**config.mk**
```make
export PLATFORM = sky130hd
export DESIGN_NAME = pulse_gen_flat
export DESIGN_NICKNAME = d
export VERILOG_FILES = /design/src/rtl/pulse_gen_if.sv /design/src/rtl/pulse_gen.sv /design/src/flat_wrapper.sv
export SDC_FILE = /design/constraint.sdc
export NUM_CORES = 1
export LEC_CHECK = 0
export ABC_AREA = 1
export BUFFER_PORTS_ARGS = -buffer_cell sky130_fd_sc_hd__clkbuf_2
export CAP_MARGIN = 0
export CORE_MARGIN = 5
export CORE_UTILIZATION = 30
export CTS_CLUSTER_SIZE = 24
export DETAILED_ROUTE_END_ITERATION = 12
export PLACE_DENSITY_LB_ADDON = 0.12
export SETUP_SLACK_MARGIN = 0.3
export SLEW_MARGIN = 25
export SYNTH_ARGS = -nofsm -noshare
export SYNTH_HDL_FRONTEND = slang
export SYNTH_SLANG_ARGS = --single-unit
```
**constraint.sdc**
```tcl
create_clock -name clock -period 6.89 [get_ports clock]
set_clock_uncertainty 0.1 [all_clocks]
set_input_delay 1.378 -clock clock [delete_from_list [all_inputs] [get_ports clock]]
set_output_delay 1.378 -clock clock [all_outputs]
set_load 0.02 [all_outputs]
```
**src/rtl/pulse_gen_if.sv**
```systemverilog
// Bus and pulse-output bundle for pulse_gen: register strobes, read data and pulse status.
// The master drives the bus strobes. The slave returns registered read data, Pulse_out and Busy.
interface pulse_gen_if;
  logic        Select;
  logic        Read_enable;
  logic        Write_enable;
  logic [2:0]  Address;
  logic [15:0] Write_data_in;
  logic [15:0] Read_data_out;
  logic        Pulse_out;
  logic        Busy;

  modport master (
    output Select,
    output Read_enable,
    output Write_enable,
    output Address,
    output Write_data_in,
    input  Read_data_out,
    input  Pulse_out,
    input  Busy
  );

  modport slave (
    input  Select,
    input  Read_enable,
    input  Write_enable,
    input  Address,
    input  Write_data_in,
    output Read_data_out,
    output Pulse_out,
    output Busy
  );
endinterface

```
**src/rtl/pulse_gen.sv**
```systemverilog
// Programmable pulse-train generator with PERIOD/WIDTH/COUNT registers and a status/ctrl word.
// Read data and pulse outputs are registered with 1-cycle latency; the bus has no backpressure.
module pulse_gen (
  input  logic        clock,
  input  logic        reset,
  pulse_gen_if.slave  bus
);

  typedef enum logic [1:0] {
    IDLE = 2'd0,
    HIGH = 2'd1,
    LOW  = 2'd2
  } state_t;

  localparam logic [2:0] ADDR_CTRL   = 3'b000;
  localparam logic [2:0] ADDR_PERIOD = 3'b010;
  localparam logic [2:0] ADDR_WIDTH  = 3'b100;
  localparam logic [2:0] ADDR_COUNT  = 3'b110;

  state_t      state_q, state_d;
  logic [15:0] period_q, width_q, count_q;
  logic [15:0] remaining_q, remaining_d;
  logic [15:0] sh_period_q, sh_width_q;
  logic        sh_cont_q;
  logic [15:0] phase_q, phase_d;
  logic        done_q, done_d;
  logic        err_q, err_d;

  logic        rd_en, wr_en;
  logic        ctrl_wr, start_req, stop_req, cont_req;
  logic        start_ok;
  logic        status_rd;
  logic        latch_shadow;
  logic        done_set, err_set;
  logic [15:0] width_last, low_last;
  logic [15:0] rd_mux;

  // Read wins over write when both strobes are asserted.
  assign rd_en     = bus.Select & bus.Read_enable;
  assign wr_en     = bus.Select & bus.Write_enable & ~bus.Read_enable;
  assign ctrl_wr   = wr_en & (bus.Address == ADDR_CTRL);
  assign start_req = ctrl_wr &  bus.Write_data_in[0];
  assign stop_req  = ctrl_wr & ~bus.Write_data_in[0];
  assign cont_req  = bus.Write_data_in[1];
  assign status_rd = rd_en & (bus.Address == ADDR_CTRL);

  assign start_ok = (period_q >= 16'd2) &&
                    (width_q != 16'd0) &&
                    (width_q <= period_q - 16'd1) &&
                    ((count_q != 16'd0) || cont_req);

  // Shadows guarantee WIDTH >= 1 and PERIOD > WIDTH, so neither terminal count underflows.
  assign width_last = sh_width_q - 16'd1;
  assign low_last   = sh_period_q - sh_width_q - 16'd1;

  always_comb begin
    state_d      = state_q;
    phase_d      = phase_q;
    remaining_d  = remaining_q;
    latch_shadow = 1'b0;
    done_set     = 1'b0;
    err_set      = 1'b0;

    case (state_q)
      IDLE: begin
        if (start_req) begin
          if (start_ok) begin
            state_d      = HIGH;
            phase_d      = 16'd0;
            latch_shadow = 1'b1;
            remaining_d  = count_q;
          end else begin
            err_set = 1'b1;
          end
        end
      end

      HIGH: begin
        if (stop_req) begin
          state_d = IDLE;
          phase_d = 16'd0;
        end else if (phase_q == width_last) begin
          state_d = LOW;
          phase_d = 16'd0;
        end else begin
          phase_d = phase_q + 16'd1;
        end
      end

      LOW: begin
        if (stop_req) begin
          state_d = IDLE;
          phase_d = 16'd0;
        end else if (phase_q == low_last) begin
          phase_d = 16'd0;
          if (sh_cont_q) begin
            state_d = HIGH;
          end else if (remaining_q <= 16'd1) begin
            remaining_d = 16'd0;
            state_d     = IDLE;
            done_set    = 1'b1;
          end else begin
            remaining_d = remaining_q - 16'd1;
            state_d     = HIGH;
          end
        end else begin
          phase_d = phase_q + 16'd1;
        end
      end

      default: begin
        state_d = IDLE;
        phase_d = 16'd0;
      end
    endcase
  end

  // A completion in the same cycle as a status read must survive the clear.
  always_comb begin
    done_d = done_q;
    err_d  = err_q;
    if (status_rd) begin
      done_d = 1'b0;
      err_d  = 1'b0;
    end
    if (done_set) begin
      done_d = 1'b1;
    end
    if (err_set) begin
      err_d = 1'b1;
    end
  end

  always_comb begin
    rd_mux = 16'h0000;
    case (bus.Address)
      ADDR_CTRL:   rd_mux = {bus.Busy, 13'b0, err_q, done_q};
      ADDR_PERIOD: rd_mux = period_q;
      ADDR_WIDTH:  rd_mux = width_q;
      ADDR_COUNT:  rd_mux = remaining_q;
      default:     rd_mux = 16'h0000;
    endcase
  end

  always_ff @(posedge clock or posedge reset) begin
    if (reset) begin
      state_q     <= IDLE;
      phase_q     <= 16'd0;
      remaining_q <= 16'd0;
      done_q      <= 1'b0;
      err_q       <= 1'b0;
    end else begin
      state_q     <= state_d;
      phase_q     <= phase_d;
      remaining_q <= remaining_d;
      done_q      <= done_d;
      err_q       <= err_d;
    end
  end

  always_ff @(posedge clock or posedge reset) begin
    if (reset) begin
      sh_period_q <= 16'd0;
      sh_width_q  <= 16'd0;
      sh_cont_q   <= 1'b0;
    end else if (latch_shadow) begin
      sh_period_q <= period_q;
      sh_width_q  <= width_q;
      sh_cont_q   <= cont_req;
    end
  end

  // Config writes are accepted in every state; a running train only sees the shadows.
  always_ff @(posedge clock or posedge reset) begin
    if (reset) begin
      period_q <= 16'd0;
      width_q  <= 16'd0;
      count_q  <= 16'd0;
    end else if (wr_en) begin
      case (bus.Address)
        ADDR_PERIOD: period_q <= bus.Write_data_in;
        ADDR_WIDTH:  width_q  <= bus.Write_data_in;
        ADDR_COUNT:  count_q  <= bus.Write_data_in;
        default: ;
      endcase
    end
  end

  always_ff @(posedge clock or posedge reset) begin
    if (reset) begin
      bus.Read_data_out <= 16'h0000;
      bus.Pulse_out     <= 1'b0;
      bus.Busy          <= 1'b0;
    end else begin
      if (rd_en) begin
        bus.Read_data_out <= rd_mux;
      end
      bus.Pulse_out <= (state_d == HIGH);
      bus.Busy      <= (state_d != IDLE);
    end
  end

endmodule

```
**src/flat_wrapper.sv**
```systemverilog
// flat-port wrapper written by rule: the top's interface ports become plain ports
module pulse_gen_flat 
  (clock, reset, bus_Select, bus_Read_enable, bus_Write_enable, bus_Address, bus_Write_data_in, bus_Read_data_out, bus_Pulse_out, bus_Busy);
  pulse_gen_if bus_i ();
  input  logic clock;
  input  logic reset;
  input wire logic [$bits(bus_i.Select)-1:0] bus_Select;
  input wire logic [$bits(bus_i.Read_enable)-1:0] bus_Read_enable;
  input wire logic [$bits(bus_i.Write_enable)-1:0] bus_Write_enable;
  input wire logic [$bits(bus_i.Address)-1:0] bus_Address;
  input wire logic [$bits(bus_i.Write_data_in)-1:0] bus_Write_data_in;
  output wire logic [$bits(bus_i.Read_data_out)-1:0] bus_Read_data_out;
  output wire logic [$bits(bus_i.Pulse_out)-1:0] bus_Pulse_out;
  output wire logic [$bits(bus_i.Busy)-1:0] bus_Busy;
  assign bus_i.Select = bus_Select;
  assign bus_i.Read_enable = bus_Read_enable;
  assign bus_i.Write_enable = bus_Write_enable;
  assign bus_i.Address = bus_Address;
  assign bus_i.Write_data_in = bus_Write_data_in;
  assign bus_Read_data_out = bus_i.Read_data_out;
  assign bus_Pulse_out = bus_i.Pulse_out;
  assign bus_Busy = bus_i.Busy;
  pulse_gen u_core (.clock(clock), .reset(reset), .bus(bus_i));
endmodule
```
# [After elaboration in Yosys (flattened, before gate mapping)]
# Index checks and enable logic that the tools add are counted.
[totals] register_bits=135 output_inout_bits=18 in_bits=24
[op_classes] n_lt_le_gt_ge=3 bitwise=9 reduce_logical=17 eq_ne=13 mux=38 add_sub_neg=6
[ops] op="16-bit 2-to-1 mux" count=12
[ops] op="16-bit case mux with 4 select lines" count=1
[ops] op="16-bit by 1-bit subtractor with 16-bit output, second input constant" count=4
[ops] op="16-bit case mux with 3 select lines" count=1
[ops] op="16-bit == test" count=2
[ops] op="16-bit case mux with 2 select lines" count=1
[ops] op="16-bit nonzero test" count=2
[ops] op="16-bit by 1-bit adder with 16-bit output, second input constant" count=1
[ops] op="16-bit by 2-bit greater-or-equal comparator with 1-bit output, second input constant" count=1
[ops] op="16-bit by 1-bit <= comparator with 1-bit output, second input constant" count=1
[ops] op="16-bit <= comparator" count=1
[ops] op="16-bit subtractor" count=1
[ops] op="1-bit 2-to-1 mux" count=15
[ops] op="2-bit 2-to-1 mux" count=7
[ops] op="2-bit AND reduction" count=4
[ops] op="2-bit nonzero test" count=4
[ops] op="1-bit bitwise AND" count=7
[ops] op="3-bit == test, second input constant" count=2
[ops] op="2-bit by 1-bit != test with 1-bit output, second input constant" count=3
[ops] op="2-bit case mux with 3 select lines" count=1
[ops] op="6-bit AND reduction" count=1
[ops] op="2-bit by 1-bit == test with 1-bit output, second input constant" count=2
[ops] op="2-bit != test, second input constant" count=2
[ops] op="3-bit by 2-bit == test with 1-bit output, second input constant" count=1
[ops] op="6 further kinds" count=9

# [Logic depth before layout (Yosys ltp)]
# Gate-level depths: netlist (run 1).
[depth] depth_word=8 mapped_depth=23 depth_no_buf=23

# [Least setup slack after synthesis (run 1)]
# Ideal clock, no wire load.
[synth_path] path_kind="reg2reg" startpoint="register u_core.period_q[2]" endpoint="register u_core.phase_q[13]" setup_slack_ps=3391 setup_time_ps=130 path_stages_with_launch=22 n_path_buf=2 synth_period_minus_slack_ps=3499 arrival_time_ps=3269 cell_sequence="dfrtp_1 > nor2_1 > nand2_1 > nor3_1 > nand3_1 > nor3_2 > nand3_1 > nor3_1 > nand3_1 > xor2_1 > inv_1 > ha_1 > nand4_1 > a31oi_1 > nor2_1 > nand3_1 > nand2_1 > nand3_1 > nand2_1 > buf_2 > buf_2 > a21oi_1"
[synth_between] elab_chain_cells=6 elab_cells_between_ends=8 cone_classes="add/sub (1); order compare (2); eq/ne (1); reduce/logical (4)"
[synth_rtl] element="start: declaration" line_no="pulse_gen.sv:21" source="logic [15:0] period_q, width_q, count_q;"
[synth_rtl] element="start signal: assignment" line_no="pulse_gen.sv:181" source="ADDR_PERIOD: period_q <= bus.Write_data_in;"
[synth_rtl] element="16-bit by 1-bit subtractor with 16-bit output or 16-bit by 2-bit greater-or-equal comparator with 1-bit output (tied branches)" line_no="pulse_gen.sv:49, pulse_gen.sv:47"
[synth_rtl] element="16-bit <= comparator or 1-bit logical AND (tied branches)" line_no="pulse_gen.sv:49, pulse_gen.sv:47"
[synth_rtl] element="1-bit logical AND *" line_no="pulse_gen.sv:48" source="(width_q != 16'd0) &&"
[synth_rtl] element="1-bit logical AND *" line_no="pulse_gen.sv:49" source="(width_q <= period_q - 16'd1) &&"
[synth_rtl] element="2-bit by 1-bit != test with 1-bit output (no line) *"
[synth_rtl] element="2-bit AND reduction (no line) *"
[synth_rtl] element="end signal: assignment" line_no="pulse_gen.sv:154" source="phase_q <= phase_d;"
[synth_rtl] element="end: declaration" line_no="pulse_gen.sv:25" source="logic [15:0] phase_q, phase_d;"
# Mark *: on every way between the ends. The rest lies on a longest branch, timed or not.
# A chain may end at the register's enable or synchronous reset.

# [Final worst setup path (run 1)]
[layout_path] startpoint="register u_core.period_q[2]" endpoint="register u_core.bus.Busy"
[layout_between] elab_chain_cells=8 elab_cells_between_ends=10 cone_classes="add/sub (1); order compare (2); mux (3); reduce/logical (4)"
[layout_rtl] element="16-bit by 1-bit subtractor with 16-bit output or 16-bit by 2-bit greater-or-equal comparator with 1-bit output (tied branches)" line_no="pulse_gen.sv:49, pulse_gen.sv:47"
[layout_rtl] element="16-bit <= comparator or 1-bit logical AND (tied branches)" line_no="pulse_gen.sv:49, pulse_gen.sv:47"
[layout_rtl] element="1-bit logical AND *" line_no="pulse_gen.sv:48"
[layout_rtl] element="1-bit logical AND *" line_no="pulse_gen.sv:49"
[layout_rtl] element="2-bit 2-to-1 mux *" line_no="pulse_gen.sv:67" source="if (start_ok) begin"
[layout_rtl] element="2-bit 2-to-1 mux *" line_no="pulse_gen.sv:66" source="if (start_req) begin"
[layout_rtl] element="2-bit case mux with 3 select lines *" line_no="pulse_gen.sv:64" source="case (state_q)"
[layout_rtl] element="2-bit nonzero test *" line_no="pulse_gen.sv:199" source="bus.Busy <= (state_d != IDLE);"
[layout_rtl] element="end signal: assignment" line_no="pulse_gen.sv:199"
[layout_rtl] element="end: declaration" line_no="pulse_gen_if.sv:32" source="output Busy"
# Marked as above.

==> summary.txt, run 1 <==
Logic synthesis
  – Unique masters post-synth: 50
  – Net count after synthesis: about 1300
  – Flops & latches, synth: ~140
  – Syn Area/Cell: approximately 7.3 µm²
  – Register area share after synthesis: 0.376
  – Synth Cell Area: roughly 9000 µm²
  – Synth warn: 0
  – Post-Syn Instances: 1229

Final layout
  – Final instance area: 10100 µm²
  – Total inserted antenna cells: 0
  – Final core area utilization: 0.343
  – Final #Nets: 1319
  – Layout cells sized above 1: 0.105
  – Synth-to-layout area growth: 13.0%

Setup path
  – Worst Setup Start Kind: flip-flop
  – CP endpoint: u_core.bus.Busy$_DFF_PP0_
  – WS Path Type: reg2reg
  – CP max FO: 32
  – Crit path DAT: 4.79 ns
  – FF-to-FF setup slack: 2.31 ns
  – CP Capture Type: flip-flop
  – R2r endpoint: u_core.bus.Busy$_DFF_PP0_
  – Worst Path Required: around 7 ns
  – Reg2Reg Launch Point: u_core.period_q[2]$_DFFE_PP0P_
  – Reg2reg path depth: 24
  – Worst setup startpoint: u_core.period_q[2]$_DFFE_PP0P_

Flow run
  – # Max-Cap Violations: 0

Die
  – Initial core utilization: 0.304
  – Die area: ~33000 µm²
  – I/O pin cnt: between 40 and 50
  – Die Span Y: about 180 µm
  – Cell Rows: 63
  – Core footprint: between 20000 and 30000 µm²
  – Die Wd: about 180 µm

Route
  – Starting DRC count in detailed routing: roughly 460
  – Final ANT Viol Nets: 0
  – Pre-Repair DR Iteration Count: 5
  – Routed WL: between 20 and 30 mm
  – Vias: a little under 8000
  – Remaining DRCs: 0
  – WL per Instance: roughly 17 µm
  – Via density: between 4 and 5

Placement
  – Final GP Congestion: around 0.85
  – Detailed Place HPWL: ~22 mm
  – Cell area after placement: around 9500 µm²
  – DP Worst Slack: roughly 2.3 ns
  – IO Port Bufs: 41

Clocking
  – Num CTS Buffers: 17
  – # hold bufs at CTS: 0
  – Worst-path clk slew: 0.07 ns
  – Clock buffer depth: 2
  – Post-CTS Resized: 0
  – CTS Root Cell: clkbuf_16
  – # clock sinks: approximately 140
  – CTS tree: yes
  – Post-CTS Setup Inserts: 0
  – # H-tree levels: 4
  – Clk_lat worst skew: around 0.43 ns

Timing
  – Slew HR: 0.349
  – Endpoints failing hold: 0
  – Slew at the pin with the worst max-slew slack: about 1 ns
  – Setup TNS: 0 ns
  – Final Setup Violations: 0
  – Pins Over Slew Limit: 0
  – RSZ-0062 raised after global routing: no
  – Tcrit/Tclk final: 0.664
  – Highest Clock Rate: approximately 220 MHz
  – Worst hold margin: 0.383 ns
  – Tmin final: 4.58 ns
  – Final worst slack: 2.31 ns

Power
  – Worst VDD drop: between 100 and 150 µV
  – Leakage: between 4 and 5 nW
  – PwrDens: approximately 310 nW/µm²

Worst hold path
  – Hold WC Path Type: reg2reg

Status
  – Status: completed

GRT
  – Global Route Usage Sum: 0.168
  – First-pass GRT wire length: about 44 mm
  – Gr ovfl total: 0
  – Initial antenna violation count: 0
  – Pin count of the biggest net entering global routing: between 80 and 90
  – Via count of the first global-routing pass: between 7000 and 8000
[synth_stat cells (all sizes together)]
cell / instances / area [µm²]
a31oi: 8 / 50.1
nor4: 12 / 75.1
nor3b: 1 / 7.51
dfrtp: 135 / 3380
o21ai: 110 / 599
nor3: 16 / 85.1
o21bai: 2 / 15.0
o31ai: 3 / 22.5
nand4: 23 / 159
and2: 3 / 21.3
nor2: 112 / 450
nand3: 65 / 335
xor2: 49 / 429
mux2: 1 / 11.3
buf: 11 / 76.3
ha: 41 / 513
fa: 1 / 20.0
nand3b: 1 / 7.51
a31o: 1 / 8.76
or2: 2 / 12.5
xnor2: 19 / 166
a21oi: 52 / 294
o22ai: 4 / 45.0
o21a: 1 / 7.51
o2111ai: 3 / 26.3
a221oi: 5 / 43.8
clkbuf: 29 / 110
a21o: 5 / 37.5
a22oi: 1 / 7.51
nand2: 356 / 1370
inv: 155 / 582
clkinv: 2 / 7.51
[power breakdown]
group          leakage (nW)  internal, mW  switching (mW)
Clock                 0.294         0.550           0.401
Sequential             1.78         0.926           0.194
Combinational          2.90         0.364           0.668
Total                  4.97          1.84            1.26
[critical path: stages (launching register included)]
cell and delay, ns:
dfrtp_1 0.46, nor2_1 0.15, nand2_1 0.09, nor3_1 0.28, nand3_1 0.19, nor3_2 0.20
nand3_1 0.15, nor3_1 0.28, nand3_1 0.14, xor2_1 0.16, inv_1 0.06, ha_1 0.30
nand4_1 0.11, a31oi_1 0.05, nor2_1 0.11, nand3_1 0.09, nand2_1 0.19, nand3_1 0.15
nand2_1 0.36, buf_4 0.43, inv_1 0.13, nand2_1 0.08, nand2_1 0.06, nand2_1 0.07
nand2_1 0.06
[cells in the final DEF (no fill, tap or decap), types with 8 or more instances in the layout]
master / n
inv_1: 152
o21ai_2: 10
dfrtp_1: 135
xnor2_1: 19
nor3_1: 14
nor2_2: 9
o21ai_0: 99
nand2_1: 345
nor4_1: 12
ha_1: 41
nand4_1: 22
clkbuf_16: 17
a21oi_2: 9
xor2_1: 49
nor2_1: 102
a31oi_1: 8
a21oi_1: 43
nand3_1: 62
clkbuf_2: 41
nand2_2: 9
[logic make-up (layout without fill, tap and decap cells)]
| logic type | Yosys count | after routing | share of synthesized area |
|---|---|---|---|
| AO/OA/AOI/OAI | 195 | 195 | 0.129 |
| AND/OR/NAND/NOR | 591 | 591 | 0.281 |
| adder cells (fa/ha/maj) | 42 | 42 | 0.0594 |
| flip-flops | 135 | 135 | 0.376 |
| buffers and inverters | 197 | 234 | 0.0864 |
| multiplexers | 1 | 1 | 0.00125 |
| XOR/XNOR | 68 | 68 | 0.0664 |
[flip-flops by register name, summed over array words and instances, names as in the netlist]
| signal | cells |
|---|---|
| u_core.bus.Busy | 1 |
| u_core.bus.Pulse_out | 1 |
| u_core.bus.Read_data_out | 16 |
| u_core.count_q | 16 |
| u_core.done_q | 1 |
| u_core.err_q | 1 |
| u_core.period_q | 16 |
| u_core.phase_q | 16 |
| u_core.remaining_q | 16 |
| u_core.sh_cont_q | 1 |
| u_core.sh_period_q | 16 |
| u_core.sh_width_q | 16 |
| u_core.state_q | 2 |
| u_core.width_q | 16 |
[metal layers]
metal,GRT usage,wire (µm),vias to the layer above
met5,0,0,-
met2,0.277,12900,123
met4,0.0623,861,0
met3,0.0258,655,38
met1,0.223,13100,3587
li1,-,-,4009
[layout make-up]
type / count / area (µm²)
clock inverter: 15 / 181
tap: 390 / 488
sequential: 135 / 3380
fill: 3192 / 19400
multi-input combinational: 897 / 4840
inverter: 157 / 594
clock buffer: 17 / 425
timing repair buffer: 45 / 235
[through the flow]
stage          total power, mW  instances
2_1_floorplan             1.87       1229
3_3_place_gp              2.17       1624
3_5_place_dp              2.16       1624
4_1_cts                   3.14       1656
5_1_grt                   3.34       1656
6_report                  3.10       1656
[worst min-delay path by stage]
stage | start | end | slack [ns] | depth (start not counted)
CTS | u_core.bus.Read_data_out[10]$_DFFE_PP0P_ | u_core.bus.Read_data_out[10]$_DFFE_PP0P_ | 0.38 | 1
global placement | u_core.bus.Read_data_out[10]$_DFFE_PP0P_ | u_core.bus.Read_data_out[10]$_DFFE_PP0P_ | 0.37 | 1
detailed placement | u_core.bus.Read_data_out[4]$_DFFE_PP0P_ | u_core.bus.Read_data_out[4]$_DFFE_PP0P_ | 0.37 | 1
global route | u_core.bus.Read_data_out[15]$_DFFE_PP0P_ | u_core.bus.Read_data_out[15]$_DFFE_PP0P_ | 0.40 | 2
finish | u_core.bus.Read_data_out[5]$_DFFE_PP0P_ | u_core.bus.Read_data_out[5]$_DFFE_PP0P_ | 0.38 | 1
floorplan | u_core.sh_cont_q$_DFFE_PP0P_ | u_core.sh_cont_q$_DFFE_PP0P_ | 0.35 | 2
Note: power is estimated with default switching activity, not from simulation.
==> run 2: changes to the inputs <==
Clock period 6.89 ns to 4.4 ns, I/O delays scaled along.
==> summary.txt, run 2 (synthesized netlist as in run 1, its figures left out) <==
Die
  – Die Span Y: between 150 and 200 µm
  – Die area: roughly 33000 µm²
  – I/O pin cnt: 42
  – Cell Rows: 63
  – Core footprint: roughly 30000 µm²
  – Die Wd: about 180 µm
  – Initial core utilization: 0.304

Clocking
  – Clk_lat worst skew: ~0.42 ns
  – Worst-path clk slew: roughly 0.07 ns
  – CTS Root Cell: clkbuf_16
  – # hold bufs at CTS: 0
  – # H-tree levels: 4
  – Clock buffer depth: 2
  – Num CTS Buffers: 17
  – CTS tree: yes
  – # clock sinks: between 100 and 150

Route
  – Via density: between 4 and 5
  – Final ANT Viol Nets: 0
  – Pre-Repair DR Iteration Count: 5
  – WL per Instance: roughly 17 µm
  – Routed WL: 27.6 mm
  – Remaining DRCs: 0
  – Starting DRC count in detailed routing: about 450
  – Vias: slightly below 8000

Setup path
  – FF-to-FF setup slack: roughly 0.63 ns
  – WP buf/inv: 2
  – Reg2reg path depth: 22
  – R2r endpoint: u_core.remaining_q[9]$_DFFE_PP0P_
  – Largest delay share family, worst path: simple AND/OR/NAND/NOR gates
  – CP max stage delay: 0.45 ns
  – Stages on worst setup path: 22
  – Crit path DAT: about 4 ns
  – CP Capture Type: flip-flop
  – Worst Setup Start Kind: flip-flop
  – WS Path Type: reg2reg
  – Worst Path Required: 4.61 ns
  – Most used cell, CP: nand2_1
  – Reg2Reg Launch Point: u_core.period_q[2]$_DFFE_PP0P_
  – CP max FO: 25
  – Crit-path cells: nor2_2, nand2_1, nor3_4, nand3_2, nor3_4, nand3_2, nor3_2, nand3_1, xor2_1, inv_1, ha_1, nand4_1, a31oi_1, nor2_1, nand3_1, nand2_1, nand3_1, nand2_1, buf_4, nand2_8, nand2_1, o21ai_2
  – Slowest library cell on the worst path: dfrtp_2

GRT
  – Gr ovfl total: 0
  – Via count of the first global-routing pass: 7917
  – Global Route Usage Sum: 0.169
  – First-pass GRT wire length: approximately 44 mm
  – Initial antenna violation count: 0
  – Pin count of the biggest net entering global routing: 54

Timing
  – Worst hold margin: 0.231 ns
  – Endpoints failing hold: 0
  – Setup TNS: 0 ns
  – Final Setup Violations: 0
  – Tmin final: about 3.8 ns
  – RSZ-0062 raised after global routing: no
  – Pins Over Slew Limit: 0
  – Highest Clock Rate: ~270 MHz
  – Final worst slack: between 0.6 and 0.7 ns
  – Slew at the pin with the worst max-slew slack: between 0.9 and 1 ns
  – Slew HR: 0.377
  – Tcrit/Tclk final: 0.856

Power
  – Clk pwr share: 0.299
  – Comb pwr share: 0.340
  – Switching power: roughly 2 mW
  – Sw frac: 0.403
  – Leakage: roughly 5 nW
  – Internal: 2.92 mW
  – Sequential group share of total power: 0.360
  – Worst VDD drop: 246 µV
  – PwrDens: 477 nW/µm²

Final layout
  – Commonest non-fill, non-tap cell in the layout: nand2_1
  – Most frequent cells in the layout: nand2_1 (345), inv_1 (151), dfrtp_1 (134), nor2_1 (100), o21ai_0 (99)
  – Layout cells sized above 1: 0.115
  – Final core area utilization: 0.346
  – Total inserted antenna cells: 0
  – Synth-to-layout area growth: 14.1%
  – Finished Layout Cells: roughly 1700
  – Final #Nets: roughly 1300

Status
  – Status: completed

Worst hold path
  – Hold WC Path Type: in2async

Placement
  – DP Worst Slack: between 0.3 and 0.4 ns
  – IO Port Bufs: 41
  – Detailed Place HPWL: 21.8 mm
  – Dpl cells: 1628
  – Final GP Congestion: 0.892

Flow run
  – # Max-Cap Violations: 0
-- run 2: changes by cell type in the layout (fill, tap and decap cells not counted), sizes merged --
cell / before / now
inv: 165 / 157
clkinv: 3 / 7
buf: 4 / 9
clkbuf: 58 / 60
clkinvlp: 2 / 4
-- run 2: timing repair --
item                       CTS  global route
setup endpoints to repair    0            69
gates resized for setup      0            11
hold endpoints to repair     0             0
setup buffers                0             1
-- run 2: layer usage --
| metal | vias to the layer above | share of wire | global-route usage |
|---|---|---|---|
| met1 | 3651 | 0.48 | 0.228 |
| met2 | 139 | 0.47 | 0.281 |
| li1 | 4018 | - | - |
| met3 | 42 | 0.028 | 0.0194 |
| met5 | - | 0 | 0 |
| met4 | 0 | 0.030 | 0.0593 |
-- run 2: per-stage QoR --
step	total power, mW	cell area [µm²]
2_1_floorplan	2.92	8980
3_3_place_gp	3.42	9580
4_1_cts	4.91	10200
5_1_grt	5.24	10200
6_report	4.89	10200
3_5_place_dp	3.42	9580
-- run 2: worst max-delay path by stage --
stage                                   start                                 end  slack (ns)
2_1_floorplan  u_core.period_q[2]$_DFFE_PP0P_      u_core.phase_q[13]$_DFFE_PP0P_        0.90
3_3_place_gp   u_core.period_q[2]$_DFFE_PP0P_   u_core.remaining_q[9]$_DFFE_PP0P_        0.48
3_5_place_dp   u_core.period_q[2]$_DFFE_PP0P_  u_core.remaining_q[13]$_DFFE_PP0P_        0.32
4_1_cts        u_core.period_q[2]$_DFFE_PP0P_  u_core.remaining_q[13]$_DFFE_PP0P_        0.30
5_1_grt        u_core.period_q[1]$_DFFE_PP0P_       u_core.phase_q[8]$_DFFE_PP0P_        0.24
6_report       u_core.period_q[2]$_DFFE_PP0P_   u_core.remaining_q[9]$_DFFE_PP0P_        0.63
-- run 2: final cells by class --
| class | instances | area [µm²] |
|---|---|---|
| fillers | 3273 | 19300 |
| flip-flops and latches | 135 | 3380 |
| well taps | 390 | 488 |
| clock inverters | 13 | 145 |
| repair buffers | 50 | 298 |
| clock buffers | 19 | 453 |
| multi-input cells | 897 | 4880 |
| inverters | 157 | 593 |
-- run 2: power groups by stage --
stage	logic [mW]	registers [mW]	clock network (mW)
after floorplan	1.25	1.67	0
after global placement	1.64	1.78	0
after detailed placement	1.64	1.78	0
after CTS	1.65	1.76	1.50
after global routing	1.90	1.79	1.54
final	1.66	1.76	1.46
-- run 2: worst reg2reg max path, cell delays in order, from the launching register on --
cell and delay (ns):
dfrtp_2 0.45, nor2_2 0.12, nand2_1 0.12, nor3_4 0.18
nand3_2 0.15, nor3_4 0.19, nand3_2 0.12, nor3_2 0.21
nand3_1 0.12, xor2_1 0.14, inv_1 0.05, ha_1 0.30
nand4_1 0.12, a31oi_1 0.06, nor2_1 0.10, nand3_1 0.08
nand2_1 0.16, nand3_1 0.13, nand2_1 0.19, buf_4 0.23
nand2_8 0.15, nand2_1 0.14, o21ai_2 0.05
==> run 3: changes to the inputs <==
==> constraint.sdc (replaced) <==
create_clock -name clock -period 4.4 [get_ports clock]
set_clock_uncertainty 0.1 [all_clocks]
set_input_delay 1.32 -clock clock [delete_from_list [all_inputs] [get_ports clock]]
set_output_delay 1.32 -clock clock [all_outputs]
set_load 0.02 [all_outputs]
==> summary.txt, run 3 (synthesized netlist as in run 1, its figures left out) <==
Timing
  – Endpoints failing hold: 0
  – Slew at the pin with the worst max-slew slack: roughly 0.94 ns
  – RSZ-0062 raised after global routing: no
  – Tmin final: around 3.8 ns
  – Setup TNS: 0 ns
  – Highest Clock Rate: 265 MHz
  – Pins Over Slew Limit: 0
  – Worst hold margin: between 0.3 and 0.4 ns
  – Final Setup Violations: 0
  – Tcrit/Tclk final: 0.857
  – Slew HR: 0.374

Setup path
  – CP endpoint: u_core.phase_q[7]$_DFFE_PP0P_
  – Worst Setup Start Kind: flip-flop
  – FF-to-FF setup slack: approximately 0.63 ns
  – CP Capture Type: flip-flop
  – Crit path DAT: between 3 and 4 ns
  – Reg2reg path depth: 22
  – CP max FO: 31
  – Worst Path Required: ~4.6 ns
  – WS Path Type: reg2reg
  – Reg2Reg Launch Point: u_core.period_q[2]$_DFFE_PP0P_
  – R2r endpoint: u_core.phase_q[7]$_DFFE_PP0P_
  – Worst setup startpoint: u_core.period_q[2]$_DFFE_PP0P_

GRT
  – Initial antenna violation count: 0
  – First-pass GRT wire length: between 40 and 50 mm
  – Pin count of the biggest net entering global routing: 56
  – Via count of the first global-routing pass: between 7000 and 8000
  – Gr ovfl total: 0
  – Global Route Usage Sum: 0.166

Clocking
  – # H-tree levels: 4
  – # clock sinks: about 140
  – Post-CTS Setup Inserts: 0
  – Num CTS Buffers: 17
  – CTS tree: yes
  – Clk_lat worst skew: around 0.42 ns
  – CTS Root Cell: clkbuf_16
  – Worst-path clk slew: roughly 0.060 ns
  – Clock buffer depth: 2

Route
  – Vias: around 7800
  – Via density: 4.71
  – Final ANT Viol Nets: 0
  – Remaining DRCs: 0
  – WL per Instance: about 16 µm
  – Pre-Repair DR Iteration Count: 5
  – Routed WL: between 20 and 30 mm
  – Starting DRC count in detailed routing: ~460

Die
  – Initial core utilization: 0.304
  – Core footprint: about 30000 µm²
  – I/O pin cnt: 42
  – Die area: 33500 µm²
  – Die Span Y: about 180 µm
  – Die Wd: roughly 180 µm
  – Cell Rows: 63

Power
  – PwrDens: approximately 480 nW/µm²
  – Sw frac: 0.386
  – Sequential group share of total power: 0.353
  – Worst VDD drop: between 200 and 300 µV
  – Clk pwr share: 0.315
  – Comb pwr share: 0.332
  – Switching power: 1.92 mW
  – Leakage: ~5 nW
  – Internal: roughly 3.1 mW

Final layout
  – Most frequent cells in the layout: nand2_1 (344), inv_1 (152), dfrtp_1 (134), nor2_1 (102), o21ai_0 (99)
  – Fill count: about 3300
  – Total inserted antenna cells: 0
  – Commonest non-fill, non-tap cell in the layout: nand2_1
  – Layout cells sized above 1: 0.109
  – Synth-to-layout area growth: 14.4%
  – Final #Nets: approximately 1300

Status
  – Status: completed

Flow run
  – # Max-Cap Violations: 0

Worst hold path
  – Hold WC Path Type: reg2reg
  – HP Start: u_core.bus.Read_data_out[10]$_DFFE_PP0P_
  – Worst Hold Path Cells: 1

Placement
  – Final GP Congestion: 0.884
  – IO Port Bufs: approximately 40
  – Detailed Place HPWL: around 22 mm
run 3: cell count changes in the layout (fill, tap and decap cells not counted), moves of 2 or more:
cell       delta
buf_12        +2
buf_4         -4
bufinv_16     +3
clkbuf_1      +2
clkbuf_8      -2
inv_6         -2
nor2_1        +2
nor2_2        -2
run 3: layout make-up:
class / count / area [µm²] / area share
tap: 390 / 488 / 0.0475
clock inverter: 12 / 201 / 0.0196
sequential: 135 / 3380 / 0.329
multi-input combinational: 897 / 4870 / 0.474
inverter: 157 / 593 / 0.0577
timing repair buffer: 48 / 308 / 0.0300
clock buffer: 19 / 433 / 0.0422
run 3: critical path: stages, from the launching register on:
cell     delay, ns
dfrtp_2       0.45
nor2_1        0.14
nand2_1       0.13
nor3_4        0.18
nand3_2       0.12
nor3_2        0.17
nand3_1       0.16
nor3_2        0.23
nand3_1       0.11
xor2_1        0.14
inv_1         0.05
ha_1          0.30
nand4_1       0.11
nor2_1        0.16
o21ai_0       0.10
nand3_1       0.08
nand2_1       0.13
nand3_1       0.17
nand2_2       0.10
buf_12        0.18
nand2_1       0.08
xor2_1        0.18
a21oi_2       0.04
run 3: per-layer routing:
metal | vias up | routed length, µm | track usage
li1 | 4022 | - | -
met1 | 3629 | 13200 | 0.226
met2 | 126 | 12900 | 0.277
met3 | 38 | 630 | 0.0196
met4 | 0 | 605 | 0.0527
met5 | - | 0 | 0
run 3: how the worst min path moves through the flow:
| stage | endpoint |
|---|---|
| 3_3_place_gp | u_core.bus.Read_data_out[4]$_DFFE_PP0P_ |
| 5_1_grt | u_core.bus.Read_data_out[5]$_DFFE_PP0P_ |
| 3_5_place_dp | u_core.bus.Read_data_out[5]$_DFFE_PP0P_ |
| 2_1_floorplan | u_core.sh_cont_q$_DFFE_PP0P_ |
| 4_1_cts | u_core.bus.Read_data_out[10]$_DFFE_PP0P_ |
| 6_report | u_core.bus.Read_data_out[10]$_DFFE_PP0P_ |
run 3: power groups by stage:
stage	logic, mW	registers [mW]	clock network [mW]
3_3_place_gp	1.64	1.78	0
2_1_floorplan	1.25	1.67	0
4_1_cts	1.65	1.75	1.60
6_report	1.65	1.76	1.56
3_5_place_dp	1.64	1.78	0
5_1_grt	1.90	1.79	1.66
run 3: stage by stage:
step            util  worst slack, ns  std cells  power (mW)  instance area [µm²]
3_5_place_dp   0.325            0.369       1627        3.42                 9600
3_3_place_gp   0.325            0.477       1627        3.41                 9600
4_1_cts        0.346            0.346       1658        5.01                10200
5_1_grt        0.347            0.250       1658        5.34                10300
2_1_floorplan      -            0.901       1229        2.92                 8980
6_report       0.347            0.630       1658        4.97                10300
run 3: repair_timing:
item                       in CTS  in global routing
hold buffers                    0                  0
setup endpoints to repair       0                 62
resized for setup               0                  7
